File: src/rtl/seq_pair_loader_pkg.sv
// Shared definitions for the sequence loader and the future result-side
// blocks: sequence geometry, 2-bit base codes and the loader state type.
package seq_pkg;

  localparam int NBASES = 12;
  localparam int BW     = 2;
  localparam int SEQ_W  = NBASES * BW;
  localparam int CNT_W  = 4;

  localparam logic [BW-1:0] BASE_A = 2'b00;
  localparam logic [BW-1:0] BASE_C = 2'b01;
  localparam logic [BW-1:0] BASE_G = 2'b10;
  localparam logic [BW-1:0] BASE_T = 2'b11;

  typedef enum logic [1:0] {
    LOAD_R = 2'd0,
    LOAD_Q = 2'd1,
    START  = 2'd2,
    WAIT   = 2'd3
  } loader_state_t;

endpackage

File: src/rtl/seq_pair_loader_if.sv
// Byte-stream input and accelerator-side signals of the sequence loader.
// The slave modport is the loader's view; master is the environment's view.
interface seq_pair_loader_if;
  import seq_pkg::*;

  logic             in_valid;
  logic [7:0]       in_data;
  logic             in_ready;
  logic [SEQ_W-1:0] R;
  logic [SEQ_W-1:0] Q;
  logic             start;
  logic             acc_ready;
  logic             busy;
  logic             err;
  logic [7:0]       jobs;

  modport slave (
    input  in_valid, in_data, acc_ready,
    output in_ready, R, Q, start, busy, err, jobs
  );

  modport master (
    output in_valid, in_data, acc_ready,
    input  in_ready, R, Q, start, busy, err, jobs
  );

endinterface

File: src/rtl/seq_pair_loader_ascii_base_enc.sv
// ASCII nucleotide to 2-bit code. Unknown bytes map to A and raise illegal.
module ascii_base_enc
  import seq_pkg::*;
(
  input  logic [7:0]    char_i,
  output logic [BW-1:0] code_o,
  output logic          illegal_o
);

  // Case-insensitive decode of A/C/G/T; everything else is flagged.
  always_comb begin
    // NOTE: every output gets a default first so no path leaves it unassigned
    // (which would infer a latch).
    code_o    = BASE_A;
    illegal_o = 1'b0;
    case (char_i)
      8'h41, 8'h61: code_o = BASE_A;  // 'A' 'a'
      8'h43, 8'h63: code_o = BASE_C;  // 'C' 'c'
      8'h47, 8'h67: code_o = BASE_G;  // 'G' 'g'
      8'h54, 8'h74: code_o = BASE_T;  // 'T' 't'
      default:      illegal_o = 1'b1;
    endcase
  end

endmodule

File: src/rtl/seq_pair_loader.sv
// Loads 12 reference then 12 query bases from a byte stream, pulses start,
// and holds R/Q until the accelerator's ready rises again.
module seq_pair_loader
  import seq_pkg::*;
(
  input  logic clk,
  input  logic reset,
  seq_pair_loader_if.slave bus
);

  loader_state_t    state_q, state_d;
  logic [CNT_W-1:0] cnt_q, cnt_d;
  logic [SEQ_W-1:0] r_q, r_d;
  logic [SEQ_W-1:0] q_q, q_d;
  logic             err_q, err_d;
  logic [7:0]       jobs_q, jobs_d;
  logic             acc_prev_q;

  logic [BW-1:0] code;
  logic          illegal;
  logic          xfer;
  logic          last_base;
  logic          acc_rise;

  ascii_base_enc u_enc (
    .char_i    (bus.in_data),
    .code_o    (code),
    .illegal_o (illegal)
  );

  // Handshake and accelerator controls depend on registered state only.
  assign bus.in_ready = (state_q == LOAD_R) || (state_q == LOAD_Q);
  assign bus.start    = (state_q == START);
  assign bus.busy     = (state_q == START) || (state_q == WAIT);
  assign bus.R        = r_q;
  assign bus.Q        = q_q;
  assign bus.err      = err_q;
  assign bus.jobs     = jobs_q;

  assign xfer      = bus.in_valid && bus.in_ready;
  assign last_base = (cnt_q == CNT_W'(NBASES - 1));
  // A level left high by the previous job must not count as completion.
  assign acc_rise  = bus.acc_ready && !acc_prev_q;

  // Next-state logic: shift bases in, sequence the job, count completions.
  always_comb begin
    state_d = state_q;
    cnt_d   = cnt_q;
    r_d     = r_q;
    q_d     = q_q;
    err_d   = err_q;
    jobs_d  = jobs_q;
    case (state_q)
      LOAD_R: begin
        if (xfer) begin
          r_d   = {r_q[SEQ_W-BW-1:0], code};
          // The first byte of a job starts a fresh error history.
          err_d = (cnt_q == '0) ? illegal : (err_q | illegal);
          if (last_base) begin
            cnt_d   = '0;
            state_d = LOAD_Q;
          end else begin
            cnt_d = cnt_q + CNT_W'(1);
          end
        end
      end
      LOAD_Q: begin
        if (xfer) begin
          q_d   = {q_q[SEQ_W-BW-1:0], code};
          err_d = err_q | illegal;
          if (last_base) begin
            cnt_d   = '0;
            state_d = START;
          end else begin
            cnt_d = cnt_q + CNT_W'(1);
          end
        end
      end
      START: state_d = WAIT;
      WAIT: begin
        if (acc_rise) begin
          jobs_d  = jobs_q + 8'd1;
          state_d = LOAD_R;
        end
      end
      default: state_d = LOAD_R;
    endcase
  end

  // State, datapath and edge-detector registers.
  always_ff @(posedge clk or negedge reset) begin
    if (!reset) begin
      // NOTE: the R/Q shift registers are reset too, because they drive the
      // accelerator directly and a discarded partial load must not leak out.
      state_q    <= LOAD_R;
      cnt_q      <= '0;
      r_q        <= '0;
      q_q        <= '0;
      err_q      <= 1'b0;
      jobs_q     <= '0;
      acc_prev_q <= 1'b1;
    end else begin
      // NOTE: non-blocking assignments so every register samples the
      // pre-edge values regardless of statement order.
      state_q    <= state_d;
      cnt_q      <= cnt_d;
      r_q        <= r_d;
      q_q        <= q_d;
      err_q      <= err_d;
      jobs_q     <= jobs_d;
      acc_prev_q <= bus.acc_ready;
    end
  end

endmodule

File: src/flat_wrapper.sv
// flat-port wrapper written by rule: the top's interface ports become plain ports
module seq_pair_loader_flat import seq_pkg::*;
  (clk, reset, bus_in_valid, bus_in_data, bus_acc_ready, bus_in_ready, bus_R, bus_Q, bus_start, bus_busy, bus_err, bus_jobs);
  seq_pair_loader_if bus_i ();
  input  logic clk;
  input  logic reset;
  input wire logic [$bits(bus_i.in_valid)-1:0] bus_in_valid;
  input wire logic [$bits(bus_i.in_data)-1:0] bus_in_data;
  input wire logic [$bits(bus_i.acc_ready)-1:0] bus_acc_ready;
  output wire logic [$bits(bus_i.in_ready)-1:0] bus_in_ready;
  output wire logic [$bits(bus_i.R)-1:0] bus_R;
  output wire logic [$bits(bus_i.Q)-1:0] bus_Q;
  output wire logic [$bits(bus_i.start)-1:0] bus_start;
  output wire logic [$bits(bus_i.busy)-1:0] bus_busy;
  output wire logic [$bits(bus_i.err)-1:0] bus_err;
  output wire logic [$bits(bus_i.jobs)-1:0] bus_jobs;
  assign bus_i.in_valid = bus_in_valid;
  assign bus_i.in_data = bus_in_data;
  assign bus_i.acc_ready = bus_acc_ready;
  assign bus_in_ready = bus_i.in_ready;
  assign bus_R = bus_i.R;
  assign bus_Q = bus_i.Q;
  assign bus_start = bus_i.start;
  assign bus_busy = bus_i.busy;
  assign bus_err = bus_i.err;
  assign bus_jobs = bus_i.jobs;
  seq_pair_loader u_core (.clk(clk), .reset(reset), .bus(bus_i));
endmodule
File: config.mk
export PLATFORM = sky130hd
export DESIGN_NAME = seq_pair_loader_flat
export DESIGN_NICKNAME = d
export VERILOG_FILES = /design/src/rtl/seq_pair_loader_pkg.sv /design/src/rtl/seq_pair_loader_if.sv /design/src/rtl/seq_pair_loader_ascii_base_enc.sv /design/src/rtl/seq_pair_loader.sv /design/src/flat_wrapper.sv
export SDC_FILE = /design/constraint.sdc
export NUM_CORES = 1
export LEC_CHECK = 0
export BUFFER_PORTS_ARGS = -buffer_cell sky130_fd_sc_hd__clkbuf_2
export CORE_UTILIZATION = 47
export DETAILED_ROUTE_END_ITERATION = 6
export PLACE_DENSITY = 0.8
export SLEW_MARGIN = 20
export SYNTH_ARGS = -nofsm -noshare
export SYNTH_HDL_FRONTEND = slang
export SYNTH_SLANG_ARGS = --single-unit
File: constraint.sdc
create_clock -name clk -period 1.6 [get_ports clk]
set_input_delay 0.32 -clock clk [delete_from_list [all_inputs] [get_ports clk]]
set_output_delay 0.32 -clock clk [all_outputs]
set_load 0.1 [all_outputs]
# Yosys cells after proc, flatten, opt, wreduce, memory -nomap -nowiden
# Index checks and enable logic that the tools add are counted.
word_totals:
  regBits: 64
  latch_bits: 0
  mem_bits_rw: 0
  mem_bits_ro: 0
  output_inout_bits: 60
  n_memories: 0
classes:
  add_sub_neg: 2
  n_mul: 0
  n_div: 0
  magnitude_cmp: 0
  n_eq_ne: 17
  n_shift: 0
  mux: 13
  bitwise: 1
  reduce_logical: 19
ops:
  columns: ["cell", "n"]
  rows:
  - ["equality test 8 x 7 -> 1 bit, second input constant", 8]
  - ["2-to-1 mux 2 bit", 5]
  - ["!= test 2 x 1 -> 1 bit, second input constant", 5]
  - ["adder 8 x 1 -> 8 bit, second input constant", 1]
  - ["one-hot mux 2 bit (4 select lines)", 1]
  - ["AND reduction 2 bit", 4]
  - ["OR reduction 2 bit", 4]
  - ["OR reduction 8 bit", 1]
  - ["one-hot mux 2 bit (3 select lines)", 1]
  - ["AND reduction 5 bit", 1]
  - ["adder 4 x 1 -> 4 bit, second input constant", 1]
  - ["equality test 2 bit, second input constant", 2]
  - ["equality test 4 bit, second input constant", 1]
  - ["zero test 4 bit", 1]
  - ["2-to-1 mux 1 bit", 4]
  - ["2-to-1 mux 4 bit", 1]
  - ["AND reduction 3 bit", 1]
  - ["equality test 2 x 1 -> 1 bit, second input constant", 1]
  - ["logical AND 1 bit", 2]
  - ["zero test 2 bit", 1]
  - ["logical OR 1 bit", 2]
  - ["one-hot mux 1 bit (2 select lines)", 1]
  - ["nonzero test 2 bit", 1]
  - ["zero test 1 bit", 1]
  - ["OR 1 bit", 1]

# Longest topological paths before layout
depth:
  word_depth: 7
  ltp_mapped: 6

# Modules after synthesis
# A second synthesis with hierarchy kept.
hier_totals:
  hier_cells: 188
  hier_area_um2: 2879.0
by_module_without_submodules:
  columns: ["mod", "instances", "cells_each", "area_each_um2"]
  rows:
  - ["seq_pair_loader", 1, 177, 2793.9]
  - ["ascii_base_enc", 1, 11, 85.1]

# Least setup slack after synthesis
# No wires, ideal clock.
synth_timing:
  path_kind: "flip-flop to output port"
  startpoint: "reg u_core.state_q[0]"
  endpoint: "out bus_busy"
  t_arrival_ns: 1.866
  path_slack_ns: -0.586
  stages_incl_launch_ff: 4
  n_path_buf: 0
  cell_sequence: "dfrtp_1 -> inv_1 -> ha_1 -> or2_2"
synth_via:
  elab_chain_len: 2
synth_rtl:
  columns: ["element", "line_no", "rtl"]
  rows:
  - ["start: declaration", "seq_pair_loader.sv:11", "loader_state_t state_q, state_d;"]
  - ["start signal: assignment", "seq_pair_loader.sv:105", "state_q <= state_d;"]
  - ["equality test 2 bit", null, null]
  - ["net bus_start", "flat_wrapper.sv:13", "output wire logic [$bits(bus_i.start)-1:0] bus_start;"]
  - ["logical OR 1 bit", "seq_pair_loader.sv:34", "assign bus.busy = (state_q == START) || (state_q == WAIT);"]
  - ["end: declaration", "flat_wrapper.sv:14", "output wire logic [$bits(bus_i.busy)-1:0] bus_busy;"]
# The timed path passes the listed nets, and every way through them passes these cells.

# Worst setup path after layout
layout_timing:
  startpoint: "reg u_core.state_q[0]"
  endpoint: "out bus_busy"
layout_via:
  elab_chain_len: 2
layout_rtl:
  columns: ["element", "line_no"]
  rows:
  - ["equality test 2 bit", "seq_pair_loader.sv:34"]
  - ["logical OR 1 bit *", "seq_pair_loader.sv:34"]
# Every way passes the cells marked *; elsewhere a longest branch is shown, timed or not.

==> impl_metrics.json <==
{
  "synthesis.instances": 189,
  "grt.overflow.total": 0,
  "rsz0062_at_grt": "yes",
  "finalHoldViolCount": 11,
  "cp-end-kind": "output pin",
  "nets": 295,
  "die_h_um": 78.18,
  "drt_iter0_markers": 22,
  "critical-path-max-stage-delay_ps": 390,
  "slew_headroom_pct": 62.84,
  "antenna_found_initial": 0,
  "vias_per_cell": 5.025,
  "grt_pass1_vias": 1726,
  "initial_core_util_pct": 49.23,
  "p_leak_nw": 1.864,
  "vdd_drop_max_uv": 1283,
  "instances_no_fill": 353,
  "crit_path_cell_trace": "inv_2, buf_6, ha_4, or2_4, buf_12",
  "worstPathRequired_ps": 1280,
  "hold_path.class": "primary input to async pin",
  "yosysWarnings": 0,
  "syn_avg_cell_area_um2": 14.43,
  "root_buffer": "clkbuf_8",
  "core_um2": 5540,
  "slowest_stage": "dfrtp_1",
  "syn_to_final_growth_pct": 28.94,
  "routedWlPerCell_um": 13.49,
  "worstPathArrival_ps": 1430,
  "routed_wl_mm": 4.762,
  "cts.sinks": 64,
  "htreeDepth": 3,
  "worst_pin_slew_ps": 559.8,
  "antenna_cells": 0,
  "drive_above_1_share_pct": 58.36,
  "dr_total_vias": 1774,
  "clock_skew_ps": 6.280,
  "ys_seq_area_share_pct": 58.76,
  "fin_crit_ps": 1749,
  "dieWidth_um": 78.18,
  "cts-hold-fix-buffers": 0,
  "clk_latency_ps": 330,
  "ios": 72,
  "grt_max_degree": 65,
  "dp.cells": 333,
  "syn_nets": 208,
  "grt_pass1_wl_mm": 7.948,
  "rows": 27,
  "power.density_nw_per_um2": 2085,
  "fin_ws_ps": -149.1,
  "cts_tree": "yes",
  "die_area_um2": 6112,
  "maxSlewViolCount": 0,
  "run_status": "complete, but fails checks",
  "pre_cts_slack_ps": 15.08,
  "synth.distinct_cells": 33,
  "post-route-period-util_pct": 109.3,
  "dpl.hpwl_mm": 3.315,
  "ant_nets": 0,
  "max_freq_mhz": 571.7,
  "maxCapViolations": 0,
  "grt_use_total_pct": 17.16,
  "cts_buffers": 9,
  "synthesis.area_um2": 2728,
  "gp_congestion": 0.7680,
  "path_max_fanout": 3,
  "worstSetupStartpointType": "flip-flop",
  "io_buffers": 70,
  "dr.pass1.iters": 4,
  "ys_ff_latch": 64,
  "hold_slack_ps": -4.684,
  "setup_violations": 4,
  "failed_checks": "negative hold slack, negative setup slack",
  "cts_buffer_depth": 2,
  "cts.clk_slew.worst_paths_ps": 70,
  "drc_errors": 0,
  "path_class": "flip-flop to output pin"
}
==> worst max-delay path: cells and delay by family, from the launching register on <==
kind                     cells  cell delay [ps]
AND/OR/NAND/NOR              1              230
flip-flops                   1              390
buffers and inverters        3              340
adder cells (fa/ha/maj)      1              140
==> worst paths after layout <==
| kind | start | endpoint | slack [ps] | cells past startpoint |
|---|---|---|---|---|
| max | u_core.state_q[0] | bus_busy | -150 | 5 |
| max reg2reg | u_core.state_q[0] | u_core.state_q[1] | -20 | 6 |
| min reg2reg | u_core.bus.jobs[7] | u_core.bus.jobs[7] | 470 | 1 |
| min | reset | u_core.bus.Q[5] | -5 | 2 |
| max in group asynchronous | reset | u_core.acc_prev_q | 1270 | 2 |
| min in group clk | bus_acc_ready | u_core.acc_prev_q | 140 | 1 |
==> through the flow <==
step	utilization [%]	total power, mW	setup TNS [ps]	cell area [µm²]
after global routing	63.48	7.653	-571.9	3517
after floorplan	-	5.080	-227.5	2741
final	63.48	7.334	-337.1	3517
after global placement	58.92	5.808	0	3264
after detailed placement	58.92	5.867	0	3264
after CTS	63.48	7.389	-393.2	3517
==> cell usage after synthesis (all sizes together) <==
| cell type | number | area share [%] |
|---|---|---|
| a21bo | 1 | 0.37 |
| a21oi | 1 | 0.18 |
| a22o | 2 | 0.64 |
| a22oi | 1 | 0.78 |
| and3b | 2 | 0.64 |
| buf | 4 | 1.7 |
| dfrtp | 63 | 58 |
| dfstp | 1 | 0.96 |
| ha | 7 | 3.2 |
| inv | 5 | 0.69 |
| mux2 | 48 | 20 |
| mux2i | 1 | 0.37 |
| nand2 | 14 | 2.1 |
| nand2b | 1 | 0.23 |
| nand3 | 2 | 0.37 |
| nand3b | 2 | 1.0 |
| nand4 | 1 | 0.23 |
| nand4b | 1 | 0.32 |
| nand4bb | 1 | 0.41 |
| nor2 | 3 | 0.41 |
| nor3 | 2 | 0.37 |
| nor3b | 3 | 0.83 |
| nor4 | 1 | 0.78 |
| nor4bb | 2 | 0.73 |
| o211ai | 1 | 0.28 |
| o21a | 2 | 0.55 |
| o21ai | 8 | 1.5 |
| or2 | 2 | 0.55 |
| xnor2 | 4 | 1.3 |
| xor2 | 3 | 0.96 |
==> cells by family after synthesis <==
kind of cell / after synthesis / synth area share [%]
simple gates: 37 / 8.991
flops: 64 / 58.76
xor+xnor: 7 / 2.248
buf+inv: 9 / 2.339
mux: 49 / 20.18
compound gates: 16 / 4.266
fa+ha+maj: 7 / 3.211
==> where the power goes <==
| group | leakage, nW | total [mW] | switching, mW | internal [mW] |
|---|---|---|---|---|
| clock network | 0.0993 | 1.35 | 0.592 | 0.759 |
| registers | 0.852 | 2.18 | 0.258 | 1.92 |
| logic | 0.913 | 3.80 | 2.71 | 1.10 |
| total | 1.86 | 7.33 | 3.56 | 3.78 |
==> sequential cells by signal, summed over array words and instances (netlist names) <==
| signal | flops |
|---|---|
| u_core.bus.Q | 24 |
| u_core.bus.R | 24 |
| u_core.bus.jobs | 8 |
| u_core.cnt_q | 4 |
| u_core.state_q | 2 |
| u_core.acc_prev_q | 1 |
| u_core.bus.err | 1 |
==> routing by layer <==
metal	vias to the layer above	share of wire, %	track usage [%]
met5	-	0	0
met2	48	52	28.86
met4	0	1.7	9.444
met1	868	42	20.35
li1	849	-	-
met3	9	4.6	3.837
==> final cells by class <==
| type | count | area (µm²) |
|---|---|---|
| clock buffer | 11 | 141.4 |
| clock inverter | 5 | 56.30 |
| fill | 449 | 2023 |
| inverter | 5 | 18.77 |
| multi-input combinational | 116 | 1087 |
| sequential | 64 | 1612 |
| tap | 72 | 90.09 |
| timing repair buffer | 80 | 511.7 |
==> layout by cell type, fill, tap and decap left out, types with 2 or more instances in the layout <==
cell       n
or2_4      2
ha_1       3
inv_1      4
clkinv_2   2
buf_12     6
nor2_1     3
xor2_1     3
nand3_1    2
nand2_1   12
dfrtp_1   56
a22o_1     2
dfrtp_2    7
mux2_2    47
nand2_2    2
ha_2       3
o21ai_0    7
clkbuf_2  66
clkbuf_8  10
and3b_1    2
nor3_1     2
buf_4      6
xnor2_1    4
nor4bb_1   2
o21a_1     2
nor3b_1    3
==> what timing repair did <==
| action | in CTS | in global routing |
|---|---|---|
| pin swaps | 3 | 0 |
| endpoints found under the setup margin | 4 | 6 |
| buffers inserted | 4 | 0 |
| gates resized for setup | 7 | 1 |
Power figures use the tool's default switching activity.
